[src/rtl/game_cmd_pkg.sv]
// Shared encodings for the game command sequencer.
// Command codes, FSM states and the one-hot pulse layout.
package game_cmd_pkg;

  localparam int CUR_W = 6;

  localparam logic [2:0] CMD_NOP     = 3'd0;
  localparam logic [2:0] CMD_MOVE    = 3'd1;
  localparam logic [2:0] CMD_RETRACT = 3'd2;
  localparam logic [2:0] CMD_RETRY   = 3'd3;
  localparam logic [2:0] CMD_PREV    = 3'd4;
  localparam logic [2:0] CMD_NEXT    = 3'd5;

  typedef enum logic [1:0] {
    ST_IDLE   = 2'd0,
    ST_ISSUE  = 2'd1,
    ST_SETTLE = 2'd2
  } state_e;

  // Pulse bundle order: {game_area, retract, retry, left, right}
  localparam logic [4:0] P_AREA    = 5'b10000;
  localparam logic [4:0] P_RETRACT = 5'b01000;
  localparam logic [4:0] P_RETRY   = 5'b00100;
  localparam logic [4:0] P_LEFT    = 5'b00010;
  localparam logic [4:0] P_RIGHT   = 5'b00001;

endpackage

[src/rtl/game_rr_arbiter.sv]
// Two-way round-robin grant logic, purely combinational.
// The owner keeps the last_grant register.
module game_rr_arbiter (
  input  logic req0,
  input  logic req1,
  input  logic last_grant,
  output logic grant_valid,
  output logic grant_id
);

  // On a tie the requester not served last wins
  always_comb begin
    grant_valid = req0 | req1;
    grant_id    = (req0 & req1) ? ~last_grant : req1;
  end

endmodule

[src/rtl/game_cmd_sequencer.sv]
// Turns decoder requests into one-cycle game-core pulses,
// each followed by a settle gap before the next capture.
module game_cmd_sequencer
  import game_cmd_pkg::*;
#(
  parameter int SETTLE = 2,
  parameter int CMD_W  = 3
) (
  input  logic             clk,
  input  logic             reset,
  input  logic             req0,
  input  logic [CMD_W-1:0] cmd0,
  input  logic [CUR_W-1:0] cur0,
  output logic             ack0,
  input  logic             req1,
  input  logic [CMD_W-1:0] cmd1,
  input  logic [CUR_W-1:0] cur1,
  output logic             ack1,
  input  logic             win,
  output logic [CUR_W-1:0] cursor,
  output logic             game_area,
  output logic             retract,
  output logic             retry,
  output logic             left,
  output logic             right,
  output logic             busy,
  output logic             drop
);

  state_e           state_q, state_d;
  logic [3:0]       cnt_q, cnt_d;
  logic             last_q, last_d;
  logic [4:0]       pls_q, pls_d;
  logic [CUR_W-1:0] cur_q, cur_d;

  logic             gnt_v, gnt_id;
  logic [CMD_W-1:0] sel_cmd;
  logic [CUR_W-1:0] sel_cur;
  logic [4:0]       dec;
  logic             ok;

  game_rr_arbiter u_arb (
    .req0        (req0),
    .req1        (req1),
    .last_grant  (last_q),
    .grant_valid (gnt_v),
    .grant_id    (gnt_id)
  );

  // Decode the granted command; board-changing moves die on a win
  always_comb begin
    sel_cmd = gnt_id ? cmd1 : cmd0;
    sel_cur = gnt_id ? cur1 : cur0;
    dec     = '0;
    ok      = 1'b0;
    case (sel_cmd)
      CMD_W'(CMD_MOVE):    begin dec = P_AREA;    ok = ~win; end
      CMD_W'(CMD_RETRACT): begin dec = P_RETRACT; ok = ~win; end
      CMD_W'(CMD_RETRY):   begin dec = P_RETRY;   ok = ~win; end
      CMD_W'(CMD_PREV):    begin dec = P_LEFT;    ok = 1'b1; end
      CMD_W'(CMD_NEXT):    begin dec = P_RIGHT;   ok = 1'b1; end
      default:             begin dec = '0;        ok = 1'b0; end
    endcase
  end

  // Next state, capture strobes and pulse setup
  always_comb begin
    state_d = state_q;
    cnt_d   = cnt_q;
    last_d  = last_q;
    pls_d   = '0;
    cur_d   = cur_q;
    ack0    = 1'b0;
    ack1    = 1'b0;
    drop    = 1'b0;
    unique case (state_q)
      ST_IDLE: begin
        if (gnt_v && !reset) begin
          ack0   = ~gnt_id;
          ack1   = gnt_id;
          last_d = gnt_id;
          if (ok) begin
            state_d = ST_ISSUE;
            pls_d   = dec;
            cur_d   = sel_cur;
          end else begin
            drop = 1'b1;
          end
        end
      end
      ST_ISSUE: begin
        state_d = ST_SETTLE;
        cnt_d   = 4'(SETTLE - 1);
      end
      ST_SETTLE: begin
        if (cnt_q == 4'd0) state_d = ST_IDLE;
        else               cnt_d   = cnt_q - 4'd1;
      end
      default: state_d = ST_IDLE;
    endcase
  end

  // State and output registers
  always_ff @(posedge clk or posedge reset) begin
    if (reset) begin
      state_q <= ST_IDLE;
      cnt_q   <= '0;
      last_q  <= 1'b1;
      pls_q   <= '0;
      cur_q   <= '0;
    end else begin
      state_q <= state_d;
      cnt_q   <= cnt_d;
      last_q  <= last_d;
      pls_q   <= pls_d;
      cur_q   <= cur_d;
    end
  end

  assign {game_area, retract, retry, left, right} = pls_q;
  assign cursor = cur_q;
  assign busy   = (state_q != ST_IDLE);

endmodule

[config.mk]
export PLATFORM = sky130hd
export DESIGN_NAME = game_cmd_sequencer
export DESIGN_NICKNAME = d
export VERILOG_FILES = /design/src/rtl/game_cmd_pkg.sv /design/src/rtl/game_rr_arbiter.sv /design/src/rtl/game_cmd_sequencer.sv
export SDC_FILE = /design/constraint.sdc
export NUM_CORES = 1
export LEC_CHECK = 0
export BUFFER_PORTS_ARGS = -buffer_cell sky130_fd_sc_hd__buf_2
export CORE_MARGIN = 2
export CORE_UTILIZATION = 30
export CTS_CLUSTER_DIAMETER = 30
export DETAILED_ROUTE_END_ITERATION = 8
export GPL_ROUTABILITY_DRIVEN = 0
export SLEW_MARGIN = 20
export SYNTH_ARGS = -nofsm -noshare
export SYNTH_HDL_FRONTEND = slang
export SYNTH_HIERARCHICAL = 1
export SYNTH_SLANG_ARGS = --single-unit
[constraint.sdc]
create_clock -name clk -period 2.41 [get_ports clk]
set_input_delay 0.482 -clock clk [delete_from_list [all_inputs] [get_ports clk]]
set_output_delay 0.482 -clock clk [all_outputs]
set_load 0.02 [all_outputs]
==> reports/qor.csv <==
metric,value,unit
status,"finished, final reports clean",
ctsHoldBuffers,0,
post-dp-hpwl,1680,µm
cts_tree,yes,
synth.avg_cell_area,10.6,µm²
final-max-slew-violation-count,0,
grt_use_total,0.112,
critPathCaptureType,primary output,
synth-edff-count,0,
hold_slack,230,ps
mostFrequentLayoutCell,buf_2,
die_h,61.9,µm
power.density,942,nW/µm²
crit_slowest_cell,mux2_2,
cts_buffer_depth,2,
synthAdderAreaFrac,0.0124,
grt_max_degree,19,
crit_cells,4,
pin_count,38,
final_cell_mix,"buf_2, dfrtp_1, mux2_2",
yosysSeqAreaShare,0.448,
first_iter_violations,15,
power.leakage,0.640,nW
peakVddDrop,0.358,mV
root_buffer,clkbuf_4,
min_period_over_period,0.900,
rsz0062_at_grt,no,
setup_viol,0,
layout-drive-gt1-share,0.504,
synth_compound_gate_area_share,0.0919,
fin_total_pwr,1.22,mW
crit_family,multiplexers,
core_region_area,3280,µm²
setup_tns,0,ps
synthesis.nets,119,
synth_simple_gate_area_frac,0.181,
final.setup_skew,6.06,ps
cap_violations,0,
cts.sinks,18,
portBuffers,37,
r2r_end,pls_q[2],
rows,21,
r2r_setup_slack,700,ps
worstMarginPinSlew,412,ps
p_seq_frac,0.406,
hold_path.class,input pin to asynchronous set/reset pin,
cp_max_fo,5,
worst-r2r-cell-count,5,
cts_buffers,3,
grt_pass1_vias,757,
path_clk_slew,100,ps
endpoint,drop,
synth-xor-area-share,0,
crit_required,1930,ps
critPathKind,register to primary output,
ys_async_sr_fraction,1.00,
cp_cell_sequence,a21boi_2 -> mux2_2 -> a21oi_1 -> buf_2,
grt_pass1_wl,3180,µm
synth_seq_cells,18,
wl_per_cell,11.4,µm
switching_share,0.384,
synthFlopType,dfrtp_1,
clkPwrFrac,0.154,
start_util,0.307,
netlist_instances,95,
yosysWarnings,6,
syn_area,1010,µm²
fmax,461,MHz
syn_to_final_growth,28.2,%
htreeDepth,1,
grt_overflow,0,
combPwrFrac,0.440,
cts_setup_buffers,0,
critPathLaunchType,register,
power_switching,0.467,mW
crit_arrival,1690,ps
drt-pass1-iter-count,4,
internal_power,0.750,mW
wl,2070,µm
route.detailed.drc,0,
ant_nets,0,
hold_viol_final,0,
cp-startpoint,last_q,
path_buf_inv,1,
min_period,2170,ps
die_w,61.9,µm
max-slew-margin-rel,0.725,
synth_top_family_by_area,multiplexers,
clkLatencyLatePin,300,ps
die-area,3840,µm²
insertedDiodeCount,0,
synth.distinct_cells,33,
synth_mux_area_frac,0.209,
max_stage_delay,410,ps
vias,831,
antenna_found_initial,0,
nNetsFinal,160,
viasPerCell,4.59,
r2r_start,last_q,
## power by group through the flow
stage	logic, mW	registers, mW	clock network, mW
after floorplan	0.355	0.537	0
after global placement	0.522	0.491	0
after detailed placement	0.541	0.498	0
after CTS	0.540	0.493	0.199
after global routing	0.596	0.512	0.205
final	0.535	0.494	0.188
## cells in the mapped netlist, types with 2 or more instances
cell type,number,share of area
nor3b_1,2,0.015
inv_1,8,0.030
a21oi_1,6,0.030
nor3_1,6,0.030
dfrtp_1,17,0.42
a31oi_1,2,0.012
mux2_2,16,0.18
nor2_1,7,0.026
nor4_1,2,0.012
mux2i_1,3,0.030
nand2_1,3,0.011
o22ai_1,2,0.012
## cells by family (layout without fill, tap and decap cells)
group                      count (synthesis)  after routing
AOI/OAI and AO/OA                         15             15
adders and majority gates                  1              1
buffers and inverters                     12             52
DFF                                       18             18
muxes                                     19             19
and+or+nand+nor                           30             30
## worst reg2reg max path: cells and delay by family, from the launching register on
family / cells / cell delay [ps]
AND/OR/NAND/NOR: 2 / 410
flip-flops: 1 / 390
multiplexers: 1 / 340
AO/OA/AOI/OAI: 1 / 260
buffers and inverters: 1 / 240
## registers in the layout, summed over array words and instances (netlist names)
| signal | cells |
|---|---|
| cursor | 6 |
| pls_q | 5 |
| cnt_q | 4 |
| state_q | 2 |
| last_q | 1 |
## layer usage
metal	part of all wire	track usage
met1	0.45	0.138
met3	0.032	0.0311
met5	0	0
met2	0.51	0.185
met4	0.014	0.0426
## cell type report
type	count	area, µm²
fillers	333	1990
inverters	8	30.0
clock buffers	4	36.3
well taps	46	57.6
multi-input cells	65	508
repair buffers	40	208
flip-flops and latches	18	452
## metrics by stage
| stage | instances | worst slack, ps | util | instance area (µm²) |
|---|---|---|---|---|
| 6_report | 181 | 240 | 0.393 | 1290 |
| 5_1_grt | 181 | 83.1 | 0.393 | 1290 |
| 4_1_cts | 181 | 113 | 0.390 | 1280 |
| 3_5_place_dp | 177 | 229 | 0.379 | 1240 |
| 3_3_place_gp | 177 | 291 | 0.379 | 1240 |
| 2_1_floorplan | 95 | 431 | - | 1010 |
## how the worst min path moves through the flow
| stage | startpoint | to | slack (ps) |
|---|---|---|---|
| 3_5_place_dp | cursor[0] | cursor[0] | 490 |
| 6_report | reset | cnt_q[3] | 230 |
| 4_1_cts | reset | cnt_q[3] | 230 |
| 5_1_grt | reset | cnt_q[3] | 250 |
| 2_1_floorplan | reset | cnt_q[0] | 430 |
| 3_3_place_gp | cursor[2] | cursor[2] | 490 |
## repair_timing
action                     4_1_cts  5_1_grt
resized for setup                0        2
setup endpoints to repair        0        1
hold endpoints to repair         0        0
(Power assumes the default switching activity.)
